--- config.mk ---
export PLATFORM = sky130hd
export DESIGN_NAME = charram_access_sequencer
export DESIGN_NICKNAME = d
export VERILOG_FILES = /design/src/rtl/charram_seq_pkg.sv /design/src/rtl/charram_refresh_ctr.sv /design/src/rtl/charram_access_sequencer.sv
export SDC_FILE = /design/constraint.sdc
export NUM_CORES = 1
export LEC_CHECK = 0
export CAP_MARGIN = 40
export CORE_MARGIN = 2
export CORE_UTILIZATION = 51
export CTS_CLUSTER_DIAMETER = 120
export DETAILED_ROUTE_END_ITERATION = 16
export GPL_TIMING_DRIVEN = 0
export PLACE_DENSITY = 0.84
export SLEW_MARGIN = 20
export SYNTH_ARGS = -nofsm -noshare
export SYNTH_HDL_FRONTEND = slang
export SYNTH_SLANG_ARGS = --single-unit
--- constraint.sdc ---
create_clock -name i_MCLK -period 6.8 [get_ports i_MCLK]
set_clock_uncertainty 0.15 [all_clocks]
set_input_delay 1.36 -clock i_MCLK [delete_from_list [all_inputs] [get_ports i_MCLK]]
set_output_delay 1.36 -clock i_MCLK [all_outputs]
set_load 0.005 [all_outputs]
--- src/rtl/charram_seq_pkg.sv ---
// Shared constants for the char-RAM access sequencer: slot phase numbers,
// grant encoding and the row/column split of the 14-bit bank address.
package charram_seq_pkg;

    localparam int unsigned PH_ROW = 1;
    localparam int unsigned PH_COL = 2;
    localparam int unsigned PH_STB = 3;
    localparam int unsigned PH_CAP = 4;
    localparam int unsigned PH_RET = 5;

    localparam int unsigned ROW_MSB = 7;
    localparam int unsigned COL_LSB = 8;

    typedef enum logic [1:0] {
        GNT_NONE = 2'd0,
        GNT_VID  = 2'd1,
        GNT_CPU  = 2'd2,
        GNT_REF  = 2'd3
    } gnt_e;

endpackage

--- src/rtl/charram_refresh_ctr.sv ---
// 8-bit wrapping refresh row counter; only built when CHARRAM_REFRESH_EN is defined.
`ifdef CHARRAM_REFRESH_EN
module charram_refresh_ctr (
    input  logic       clk_i,
    input  logic       rst_i,
    input  logic       inc_i,
    output logic [7:0] row_o
);

    logic [7:0] row_q;
    logic [7:0] row_d;

    // Advance by one per completed refresh, naturally wrapping 255 -> 0.
    always_comb begin
        row_d = row_q;
        if (inc_i) begin
            row_d = row_q + 8'd1;
        end else begin
            row_d = row_q;
        end
    end

    // Row register.
    always_ff @(posedge clk_i or posedge rst_i) begin
        if (rst_i) begin
            row_q <= 8'd0;
        end else begin
            row_q <= row_d;
        end
    end

    assign row_o = row_q;

endmodule
`endif

--- src/rtl/charram_access_sequencer.sv ---
// Slot sequencer sharing one 4416 char-RAM bank between video fetch (priority) and CPU.
// Define CHARRAM_REFRESH_EN to run RAS-only refresh cycles in otherwise idle slots.
module charram_access_sequencer
    import charram_seq_pkg::*;
#(
    parameter int unsigned SLOT_LEN = 8,
    parameter int unsigned CNT_W    = 3
) (
    input  logic        i_MCLK,
    input  logic        i_RST,
    input  logic        i_SYNC,
    input  logic        i_VID_REQ,
    input  logic [13:0] i_VID_ADDR,
    output logic        o_VID_VALID,
    output logic [3:0]  o_VID_DATA,
    input  logic        i_CPU_REQ,
    input  logic        i_CPU_WE,
    input  logic [13:0] i_CPU_ADDR,
    input  logic [3:0]  i_CPU_DIN,
    output logic        o_CPU_ACK,
    output logic [3:0]  o_CPU_DOUT,
    output logic [7:0]  o_DRAM_ADDR,
    output logic        o_RAS_n,
    output logic        o_CAS_n,
    output logic        o_WR_n,
    output logic        o_RD_n,
    output logic [3:0]  o_DRAM_DIN,
    input  logic [3:0]  i_DRAM_DOUT
);

    localparam logic [CNT_W-1:0] P_IDLE = CNT_W'(0);
    localparam logic [CNT_W-1:0] P_ROW  = CNT_W'(PH_ROW);
    localparam logic [CNT_W-1:0] P_COL  = CNT_W'(PH_COL);
    localparam logic [CNT_W-1:0] P_STB  = CNT_W'(PH_STB);
    localparam logic [CNT_W-1:0] P_CAP  = CNT_W'(PH_CAP);
    localparam logic [CNT_W-1:0] P_RET  = CNT_W'(PH_RET);
    localparam logic [CNT_W-1:0] P_LAST = CNT_W'(SLOT_LEN - 1);

`ifdef CHARRAM_REFRESH_EN
    localparam gnt_e IDLE_GNT = GNT_REF;
    logic       ref_inc_s;
    logic [7:0] ref_row_s;

    charram_refresh_ctr u_refresh_ctr (
        .clk_i (i_MCLK),
        .rst_i (i_RST),
        .inc_i (ref_inc_s),
        .row_o (ref_row_s)
    );
`else
    localparam gnt_e IDLE_GNT = GNT_NONE;
`endif

    logic [CNT_W-1:0] phase_q, phase_d;
    gnt_e             grant_q, grant_d;
    logic [13:0]      addr_q, addr_d;
    logic             we_q, we_d;
    logic [3:0]       din_q, din_d;
    logic             abort_s;
    logic [7:0]       row_s, col_s;

    logic       ras_q, ras_d, cas_q, cas_d, wr_q, wr_d, rd_q, rd_d;
    logic [7:0] dram_addr_q, dram_addr_d;
    logic [3:0] dram_din_q, dram_din_d;
    logic       vid_valid_q, vid_valid_d, cpu_ack_q, cpu_ack_d;
    logic [3:0] vid_data_q, vid_data_d, cpu_dout_q, cpu_dout_d;

    // Phase counter and phase-0 arbitration; a realign inside an active access drops the grant.
    always_comb begin
        abort_s = i_SYNC && (grant_q != GNT_NONE) && (phase_q >= P_ROW) && (phase_q <= P_CAP);
        if (i_SYNC) begin
            phase_d = P_IDLE;
        end else if (phase_q == P_LAST) begin
            phase_d = P_IDLE;
        end else begin
            phase_d = phase_q + CNT_W'(1);
        end
        grant_d = grant_q;
        addr_d  = addr_q;
        we_d    = we_q;
        din_d   = din_q;
        if (phase_q == P_IDLE) begin
            if (i_VID_REQ) begin
                grant_d = GNT_VID;
                addr_d  = i_VID_ADDR;
                we_d    = 1'b0;
            end else if (i_CPU_REQ) begin
                grant_d = GNT_CPU;
                addr_d  = i_CPU_ADDR;
                we_d    = i_CPU_WE;
                din_d   = i_CPU_DIN;
            end else begin
                grant_d = IDLE_GNT;
            end
        end else if (abort_s) begin
            grant_d = GNT_NONE;
        end else begin
            grant_d = grant_q;
        end
    end

    // Output next-state from the upcoming phase and grant so every pin comes straight off a flop.
    always_comb begin
        ras_d       = 1'b1;
        cas_d       = 1'b1;
        wr_d        = 1'b1;
        rd_d        = 1'b1;
        dram_addr_d = dram_addr_q;
        dram_din_d  = dram_din_q;
        vid_valid_d = 1'b0;
        cpu_ack_d   = 1'b0;
        vid_data_d  = vid_data_q;
        cpu_dout_d  = cpu_dout_q;
`ifdef CHARRAM_REFRESH_EN
        ref_inc_s   = 1'b0;
`endif
        row_s = addr_d[ROW_MSB:0];
        col_s = {1'b0, addr_d[13:COL_LSB], 1'b0};
        case (grant_d)
            GNT_VID, GNT_CPU: begin
                case (phase_d)
                    P_IDLE: dram_addr_d = row_s;
                    P_ROW: begin
                        ras_d       = 1'b0;
                        dram_addr_d = row_s;
                    end
                    P_COL, P_CAP: begin
                        ras_d       = 1'b0;
                        cas_d       = 1'b0;
                        dram_addr_d = col_s;
                    end
                    P_STB: begin
                        ras_d       = 1'b0;
                        cas_d       = 1'b0;
                        dram_addr_d = col_s;
                        if (we_d) begin
                            wr_d       = 1'b0;
                            dram_din_d = din_d;
                        end else begin
                            rd_d = 1'b0;
                        end
                    end
                    P_RET: begin
                        // i_DRAM_DOUT is sampled on the edge that ends the capture phase.
                        if (grant_d == GNT_VID) begin
                            vid_valid_d = 1'b1;
                            vid_data_d  = i_DRAM_DOUT;
                        end else begin
                            cpu_ack_d = 1'b1;
                            if (!we_d) begin
                                cpu_dout_d = i_DRAM_DOUT;
                            end else begin
                                cpu_dout_d = cpu_dout_q;
                            end
                        end
                    end
                    default: ;
                endcase
            end
`ifdef CHARRAM_REFRESH_EN
            GNT_REF: begin
                case (phase_d)
                    P_ROW, P_COL, P_STB: begin
                        ras_d       = 1'b0;
                        dram_addr_d = ref_row_s;
                    end
                    P_RET:   ref_inc_s = 1'b1;
                    default: ;
                endcase
            end
`endif
            default: ;
        endcase
    end

    // Slot state: phase, grant and the latched winner's request.
    always_ff @(posedge i_MCLK or posedge i_RST) begin
        if (i_RST) begin
            phase_q <= P_IDLE;
            grant_q <= GNT_NONE;
            addr_q  <= 14'd0;
            we_q    <= 1'b0;
            din_q   <= 4'd0;
        end else begin
            phase_q <= phase_d;
            grant_q <= grant_d;
            addr_q  <= addr_d;
            we_q    <= we_d;
            din_q   <= din_d;
        end
    end

    // Registered DRAM strobes and client-facing outputs.
    always_ff @(posedge i_MCLK or posedge i_RST) begin
        if (i_RST) begin
            ras_q       <= 1'b1;
            cas_q       <= 1'b1;
            wr_q        <= 1'b1;
            rd_q        <= 1'b1;
            dram_addr_q <= 8'd0;
            dram_din_q  <= 4'd0;
            vid_valid_q <= 1'b0;
            cpu_ack_q   <= 1'b0;
            vid_data_q  <= 4'd0;
            cpu_dout_q  <= 4'd0;
        end else begin
            ras_q       <= ras_d;
            cas_q       <= cas_d;
            wr_q        <= wr_d;
            rd_q        <= rd_d;
            dram_addr_q <= dram_addr_d;
            dram_din_q  <= dram_din_d;
            vid_valid_q <= vid_valid_d;
            cpu_ack_q   <= cpu_ack_d;
            vid_data_q  <= vid_data_d;
            cpu_dout_q  <= cpu_dout_d;
        end
    end

    assign o_RAS_n     = ras_q;
    assign o_CAS_n     = cas_q;
    assign o_WR_n      = wr_q;
    assign o_RD_n      = rd_q;
    assign o_DRAM_ADDR = dram_addr_q;
    assign o_DRAM_DIN  = dram_din_q;
    assign o_VID_VALID = vid_valid_q;
    assign o_VID_DATA  = vid_data_q;
    assign o_CPU_ACK   = cpu_ack_q;
    assign o_CPU_DOUT  = cpu_dout_q;

endmodule

== After elaboration in Yosys (flattened, before gate mapping) ==
Index checks and enable logic that the tools add are counted.
Operators by class
  muxes and demuxes: 32
  add/sub/neg operators: 1
  bitwise operators: 2
  equality and inequality tests: 8
  reduce and logical (&&, ||, !) cells: 15
  $lt $le $gt $ge: 2
Operator list (number)
  2-to-1 mux 14 bit: 3
  2-to-1 mux 1 bit: 19
  one-hot mux 8 bit (2 select lines): 1
  2-to-1 mux 4 bit: 3
  == test 3 bit, second input constant: 3
  2-to-1 mux 2 bit: 4
  == test 3 x 2 -> 1 bit, second input constant: 2
  logical NOT 3 bit: 2
  2-to-1 mux 3 bit: 2
  AND reduction 3 bit: 2
  AND reduction 4 bit: 1
  nonzero test 2 bit: 2
  OR reduction 2 bit: 2
  OR reduction 4 bit: 1
  adder 3 x 1 -> 3 bit, second input constant: 1
  == test 3 x 1 -> 1 bit, second input constant: 1
  greater-or-equal comparator 3 x 1 -> 1 bit, second input constant: 1
  <= comparator 3 bit, second input constant: 1
  logical AND 1 bit: 3
  OR reduction 3 bit: 1
  == test 2 x 1 -> 1 bit, second input constant: 1
  == test 2 bit, second input constant: 1
  inverter 1 bit: 2
  AND reduction 2 bit: 1
Storage, ports and cells
  input port bits: 42
  output and inout bits: 26
  register bits after elaboration: 50

== Depth between registers and ports, before layout ==
Gate-level depths: netlist of the first run.
  word-level depth: 10
  mapped depth: 12
  gate-level depth less buffers: 11

== Least setup slack after synthesis of the first run ==
Ideal clock, no wire load.
  path type: input port to flip-flop
  start: in i_VID_REQ
  end: reg dram_din_q[0] (netlist: o_DRAM_DIN[0])
  buffers on the path: 0
  data arrival time: 3.188 ns
  required time: 6.525 ns
  stages on the path: 8
  setup slack: 3.337 ns
  cell sequence: inv_1 -> nor2_1 -> a31o_2 -> ha_1 -> nor2_1 -> nor4b_1 -> a21boi_4 -> mux2_4
On the way
  longest elaborated chain between the ends: 5
  elaborated cells on any way between the ends: 10
  classes of those cells: eq/ne (2); mux (6); reduce/logical (2)
Ends and longest elaborated chain
  start, declared: line charram_access_sequencer.sv:12  | input logic i_VID_REQ,
  2-to-1 mux 2 bit (*): line charram_access_sequencer.sv:83  | if (i_VID_REQ) begin
  2-to-1 mux 2 bit (*): line charram_access_sequencer.sv:82  | if (phase_q == P_IDLE) begin
  named net grant_d[0]: line charram_access_sequencer.sv:55  | gnt_e grant_q, grant_d;
  == test 2 x 1 -> 1 bit or == test 2 bit (tied branches): line charram_access_sequencer.sv:119  | case (grant_d)
  OR reduction 2 bit (*): line charram_access_sequencer.sv:119
  AND reduction 3 bit (no line) (*)
  end signal, assigned: line charram_access_sequencer.sv:212  | dram_din_q <= dram_din_d;
  end, declared: line charram_access_sequencer.sv:64  | logic [3:0] dram_din_q, dram_din_d;
The timed path passes the listed nets; every way through them passes the cells marked *.
A chain may end at the register's enable or synchronous reset.

== Worst setup path in the final report of the first run ==
Same ends and word-level chain as after synthesis.

==> results of run 1 <==
==> cell usage after synthesis <==
master	count	area [um2]
nand3_1	1	5.00
and2_1	6	37.5
buf_2	2	10.0
nor4bb_1	3	30.0
mux2_2	8	90.1
o21ai_1	1	5.00
or2_2	1	6.26
o21a_1	1	7.51
inv_1	15	56.3
buf_4	1	7.51
o41ai_2	1	16.3
nand2b_1	10	62.6
a22o_1	3	26.3
clkbuf_1	4	15.0
o22ai_1	4	25.0
buf_6	2	22.5
o21bai_1	2	15.0
a31oi_1	1	6.26
a21oi_1	8	40.0
o21ai_0	11	55.1
a32oi_1	6	52.6
dfrtp_1	46	1150
mux2_4	8	120
nand4_1	1	6.26
and3_4	1	11.3
or3_1	1	6.26
nand2_1	1	3.75
nor4b_1	1	8.76
a21boi_4	1	18.8
nand4b_1	8	70.1
nor2_1	16	60.1
nor3_1	2	10.0
dfstp_2	4	105
o22a_1	6	52.6
nor3b_2	1	12.5
o21ai_2	1	8.76
a31o_2	2	17.5
nor2b_1	3	18.8
and4bb_2	3	37.5
a221oi_1	6	52.6
ha_1	5	62.6
nand3b_1	1	7.51
==> sequential cells by signal, indices dropped and copies added (netlist names) <==
name         flops
o_VID_DATA       4
o_WR_n           1
addr_q          14
phase_q          3
o_DRAM_ADDR      8
o_CPU_ACK        1
o_CPU_DOUT       4
o_RAS_n          1
grant_q          2
din_q            4
o_VID_VALID      1
o_RD_n           1
o_CAS_n          1
we_q             1
o_DRAM_DIN       4
==> final cells by class <==
cell class,instances,share of cell area
Sequential cell,50,0.383
Timing Repair Buffer,69,0.212
Buffer,9,0.0168
Inverter,15,0.0171
Multi-Input combinational cell,135,0.325
Clock buffer,7,0.0263
Tap cell,54,0.0206
==> power breakdown <==
group	switching [uW]	internal, uW	total, uW
sequential	42.4	377	419
clock	90.6	80.8	171
combinational	125	192	318
total	258	649	908
==> metrics by stage <==
stage | total power [uW] | cell area (um2) | setup slack, ns | hold slack (ns) | std cells
global placement | 727 | 3170 | 2.25 | 0.329 | 330
detailed placement | 742 | 3200 | 2.19 | 0.334 | 332
global route | 961 | 3280 | 2.27 | 0.364 | 339
finish | 908 | 3280 | 2.49 | 0.346 | 339
CTS | 913 | 3280 | 2.49 | 0.351 | 339
floorplan | 577 | 2430 | 3.34 | 0.318 | 209
==> layer usage <==
metal / routed length, um / up-vias / track usage
li1: - / 913 / -
met1: 2440 / 929 / 0.291
met2: 2950 / 49 / 0.375
met3: 297 / 14 / 0.0497
met4: 114 / 0 / 0.103
met5: 0 / - / 0
==> how the worst max path moves through the flow <==
stage / startpoint / to / slack (ns)
after floorplan: i_VID_REQ / o_DRAM_DIN[0]$_DFFE_PP0P_ / 3.34
after global placement: i_VID_REQ / o_DRAM_DIN[0]$_DFFE_PP0P_ / 2.25
after detailed placement: i_VID_REQ / o_DRAM_DIN[0]$_DFFE_PP0P_ / 2.19
after CTS: i_VID_REQ / o_DRAM_DIN[0]$_DFFE_PP0P_ / 2.49
after global routing: i_VID_REQ / o_DRAM_DIN[0]$_DFFE_PP0P_ / 2.27
final: i_VID_REQ / o_DRAM_DIN[0]$_DFFE_PP0P_ / 2.49
==> cells by family after synthesis <==
logic type,after synthesis,share of synthesized area
flip-flops,50,0.516
AND/OR/NAND/NOR,60,0.162
buffers and inverters,24,0.0458
multiplexers,16,0.0864
AO/OA/AOI/OAI,54,0.164
adder cells (fa/ha/maj),5,0.0257
==> worst reg2reg max path: stages, from the launching register on <==
cell and delay [ns]:
dfrtp_1 0.48, inv_1 0.10, ha_1 0.32, nand2b_1 0.18, nor2_1 0.48, a31o_2 0.21
ha_1 0.28, nor2_1 0.13, nor4b_1 0.47, a21boi_4 0.38, mux2_4 0.33
==> impl_metrics.py, run 1 <==
metrics = {
    "cts": {
        "clock_latency_ns": 0.31,
        "clockBufferDepth": 2,
        "clock_sinks": 50,
        "htreeDepth": 2,
        "post_cts_buffers": 0,
        "numCtsBuffers": 5,
        "cts_hold_buf": 0,
        "path_clk_slew_ns": 0.08,
        "cts_tree": "built",
        "cts_root_buf": "clkbuf_8",
        "cts_resized": 0,
    },
    "finish": {
        "multi_input_area_um2": 1070,
        "layout_commonest_cell": "clkdlybuf4s50_1",
        "n_fill_cell": 355,
        "n_antenna_cell": 0,
        "post-route-util": 0.704,
        "seq_area_um2": 1260,
        "mostFrequentLayoutCells": "clkdlybuf4s50_1, dfrtp_1, nor2_1, inv_1, o21ai_0",
        "drive_above_1_share": 0.158,
        "final_nets": 332,
        "area_delta_synth_final_pct": 34.9,
    },
    "die": {
        "pin_count": 68,
        "die_w_um": 73.1,
        "die-area_um2": 5340,
        "core_um2": 4660,
        "initial_utilization": 0.522,
        "die_y_um": 73.1,
        "rows": 25,
    },
    "synth": {
        "yosysSeqAreaShare": 0.516,
        "ys_ff_latch": 50,
        "ys_warn_count": 0,
        "synth_nets": 256,
        "ys_types": 42,
        "syn-cell-area_um2": 2430,
        "avgSynthCellArea_um2": 11.6,
        "syn_inst": 209,
    },
    "power": {
        "worst_ir_drop_vdd_uv": 152,
        "leakage_uw": 0.00141,
        "powerDensity_nw_per_um2": 277,
    },
    "placed_design": {
        "gp_congestion": 0.758,
        "port_buffers": 67,
        "hpwl_um": 4350,
    },
    "outcome": {
        "outcome": "finished clean",
    },
    "critical_path": {
        "r2r-end": "o_DRAM_DIN[0]$_DFFE_PP0P_",
        "slowest_stage": "clkdlybuf4s50_1",
        "rr_startpoint": "phase_q[0]$_DFF_PP0_",
        "crit_path_end_kind": "flip-flop",
        "max_stage_delay_ns": 0.53,
        "worstRegToRegCells": 10,
        "worstPathArrival_ns": 4.35,
        "worstPathRequired_ns": 6.84,
        "worstSetupStartpointType": "input port",
        "rrSetupSlack_ns": 3.19,
        "cp_max_fo": 8,
        "crit_path_cell_trace": "clkdlybuf4s50_1 -> inv_1 -> nor2_1 -> a31o_2 -> ha_1 -> nor2_1 -> nor4b_1 -> a21boi_4 -> mux2_4",
        "path_depth": 9,
        "critical_path_buf_inv_count": 2,
        "crit_type": "in2reg",
        "cp_top_family": "simple AND/OR/NAND/NOR gates",
        "cp_common_cell": "nor2_1",
    },
    "sta": {
        "fin_setup_tns_ns": 0,
        "max_slew.worst_pin.slew_ns": 0.595,
        "hold_viol_final": 0,
        "period_needed_ns": 4.31,
        "setup_viol": 0,
        "rsz0062_at_grt": "false",
        "fmax_mhz": 232,
        "slew_viol_final": 0,
        "fin_crit_sh": 0.634,
        "relSlewSlack": 0.601,
    },
    "detailed_routing": {
        "drt_wl_total_um": 5800,
        "drtIter0Drc": 126,
        "vias": 1905,
        "viasPerCell": 5.62,
        "wl_per_cell_um": 17.1,
        "dr.pass1.iters": 5,
        "route.detailed.drc": 0,
        "ant_nets": 0,
    },
    "worst_hold_path": {
        "hold_class": "reg2reg",
        "hold_start": "din_q[0]$_DFF_PP0_",
        "hold_end": "din_q[0]$_DFF_PP0_",
        "hold_path_depth": 1,
    },
    "global_route": {
        "antenna_found_initial": 0,
        "grt_overflow": 0,
        "grt_max_degree": 28,
        "grt_usage": 0.230,
        "first_global_vias": 1964,
        "grt_pass1_wl_um": 9180,
    },
    "flow_run": {
        "maxCapViolCount": 0,
    },
}
(Power assumes the default switching activity.)
==> run 2: changes to the inputs <==
--- a/config.mk
+++ b/config.mk
@@ -7,11 +7,11 @@
 export LEC_CHECK = 0
 export CAP_MARGIN = 40
 export CORE_MARGIN = 2
-export CORE_UTILIZATION = 51
+export CORE_UTILIZATION = 43
 export CTS_CLUSTER_DIAMETER = 120
 export DETAILED_ROUTE_END_ITERATION = 16
 export GPL_TIMING_DRIVEN = 0
-export PLACE_DENSITY = 0.84
+export PLACE_DENSITY = 0.76
 export SLEW_MARGIN = 20
 export SYNTH_ARGS = -nofsm -noshare
 export SYNTH_HDL_FRONTEND = slang
==> constraint.sdc (replaced) <==
create_clock -name i_MCLK -period 3.6 [get_ports i_MCLK]
set_clock_uncertainty 0.15 [all_clocks]
set_input_delay 0.72 -clock i_MCLK [delete_from_list [all_inputs] [get_ports i_MCLK]]
set_output_delay 0.72 -clock i_MCLK [all_outputs]
set_load 0.005 [all_outputs]
==> run 2 against run 1 <==
Net effect: design area grew 1.1%; combinational power grew 89%; flip-flop and latch count is the same; cell count grew 5.6%; count of clock-buffer cells in the layout is the same; largest cell class unchanged; largest power group unchanged.
==> impl_metrics.py, run 2 (synthesized netlist as in run 1, its figures left out) <==
metrics = {
    "power": {
        "p_comb_frac": 0.349,
        "internal-power_uw": 1230,
        "worst_ir_drop_vdd_uv": 226,
        "switching_power_uw": 489,
        "pwr-share-clk": 0.191,
        "power_frac_seq": 0.460,
        "powerDensity_nw_per_um2": 518,
        "swShare": 0.284,
        "leakage_uw": 0.00141,
    },
    "die": {
        "rows": 27,
        "initial_utilization": 0.445,
        "die_w_um": 79.2,
        "die_y_um": 79.2,
        "pin_count": 68,
        "core_um2": 5470,
        "die-area_um2": 6280,
    },
    "detailed_routing": {
        "ant_nets": 0,
        "drtIter0Drc": 100,
        "viasPerCell": 5.52,
        "route.detailed.drc": 0,
        "wl_per_cell_um": 16.2,
        "vias": 1977,
        "drt_wl_total_um": 5800,
        "dr.pass1.iters": 4,
    },
    "sta": {
        "setup_viol": 0,
        "max_slew.worst_pin.slew_ns": 0.566,
        "hold_slack_ns": 0.349,
        "rsz0062_at_grt": "false",
        "fin_ws_ns": 0.294,
        "hold_viol_final": 0,
        "slew_viol_final": 0,
        "fmax_mhz": 302,
        "fin_crit_sh": 0.918,
        "relSlewSlack": 0.620,
        "period_needed_ns": 3.31,
    },
    "finish": {
        "mostFrequentLayoutCells": "clkdlybuf4s50_1, dfrtp_1, nor2_1, inv_1, o21ai_0",
        "regMostFlops": "addr_q",
        "multi_input_area_um2": 1070,
        "largest_register_ffs": 14,
        "drive_above_1_share": 0.171,
        "post-route-util": 0.607,
        "n_fill_cell": 488,
        "layout_commonest_cell": "clkdlybuf4s50_1",
        "n_antenna_cell": 0,
        "seq_area_um2": 1260,
        "final_nets": 332,
        "stdcell_count": 358,
        "area_delta_synth_final_pct": 36.5,
    },
    "outcome": {
        "outcome": "finished clean",
    },
    "placed_design": {
        "placedCellCount": 350,
        "port_buffers": 67,
        "hpwl_um": 4260,
        "dp_slack_ns": -0.310,
        "gp_congestion": 0.815,
    },
    "global_route": {
        "grt_usage": 0.200,
        "first_global_vias": 2013,
        "antenna_found_initial": 0,
        "grt_pass1_wl_um": 9510,
        "grt_max_degree": 27,
        "grt_overflow": 0,
    },
    "worst_hold_path": {
        "hold_class": "reg2reg",
        "hold_path_depth": 1,
    },
    "cts": {
        "clock_latency_ns": 0.30,
        "cts_tree": "built",
        "path_clk_slew_ns": 0.08,
        "clock_sinks": 50,
        "numCtsBuffers": 5,
        "cts_root_buf": "clkbuf_8",
        "htreeDepth": 2,
        "cts_hold_buf": 0,
        "clockBufferDepth": 2,
    },
    "flow_run": {
        "maxCapViolCount": 0,
    },
    "critical_path": {
        "worstRegToRegCells": 12,
        "cp_max_fo": 9,
        "crit_type": "reg2reg",
        "worstSetupStartpointType": "flip-flop",
        "worstPathRequired_ns": 3.64,
        "worstPathArrival_ns": 3.35,
        "crit_path_end_kind": "flip-flop",
    },
}
## run 2: power by group through the flow
stage | clock network, uW | logic (uW) | registers [uW]
final | 329 | 600 | 791
after detailed placement | 0 | 599 | 801
after global routing | 364 | 656 | 807
after global placement | 0 | 580 | 796
after CTS | 343 | 602 | 790
after floorplan | 0 | 295 | 794
## run 2: worst paths after layout
| path | start | end | slack (ns) |
|---|---|---|---|
| setup / recovery | phase_q[0]$_DFF_PP0_ | o_DRAM_DIN[0]$_DFFE_PP0P_ | 0.29 |
| hold / removal | din_q[0]$_DFF_PP0_ | din_q[0]$_DFF_PP0_ | 0.35 |
| setup reg to reg | phase_q[0]$_DFF_PP0_ | o_DRAM_DIN[0]$_DFFE_PP0P_ | 0.29 |
| hold reg to reg | din_q[0]$_DFF_PP0_ | din_q[0]$_DFF_PP0_ | 0.35 |
| max in group asynchronous | i_RST | o_RAS_n$_DFF_PP1_ | 2.06 |
| min in group asynchronous | i_RST | o_DRAM_DIN[0]$_DFFE_PP0P_ | 0.63 |
## run 2: cell type report
class / instances / area share
flip-flops and latches: 50 / 0.379
multi-input cells: 135 / 0.324
repair buffers: 69 / 0.209
well taps: 72 / 0.0271
clock buffers: 7 / 0.0260
inverters: 15 / 0.0170
plain buffers: 9 / 0.0166
clock inverters: 1 / 0.00151
## run 2: layer usage
| layer | wire length (um) | GRT usage |
|---|---|---|
| met5 | 0 | 0 |
| met4 | 133 | 0.102 |
| met3 | 344 | 0.0318 |
| met2 | 2930 | 0.332 |
| met1 | 2390 | 0.253 |
## run 2: stage by stage
step	power, uW	setup TNS [ns]	cell area [um2]
finish	1720	0	3320
floorplan	1090	0	2430
CTS	1740	0	3310
detailed placement	1400	-1.60	3220
global route	1830	0	3320
global placement	1380	-1.75	3190
## run 2: critical path, cell delays in order, from the launching register on
cell and delay [ns]:
dfrtp_2 0.47, inv_1 0.08, ha_1 0.30, nor2b_1 0.20
buf_6 0.16, and3_4 0.19, buf_6 0.13, a31oi_1 0.05
ha_1 0.35, nor2_1 0.14, nor4b_2 0.30, a21boi_4 0.35
mux2_4 0.32
## run 2: what timing repair did
action / in CTS / in global routing
endpoints found under the hold margin: 0 / 0
gates resized for setup: 0 / 3
setup endpoints to repair: 0 / 4
setup buffers: 0 / 0
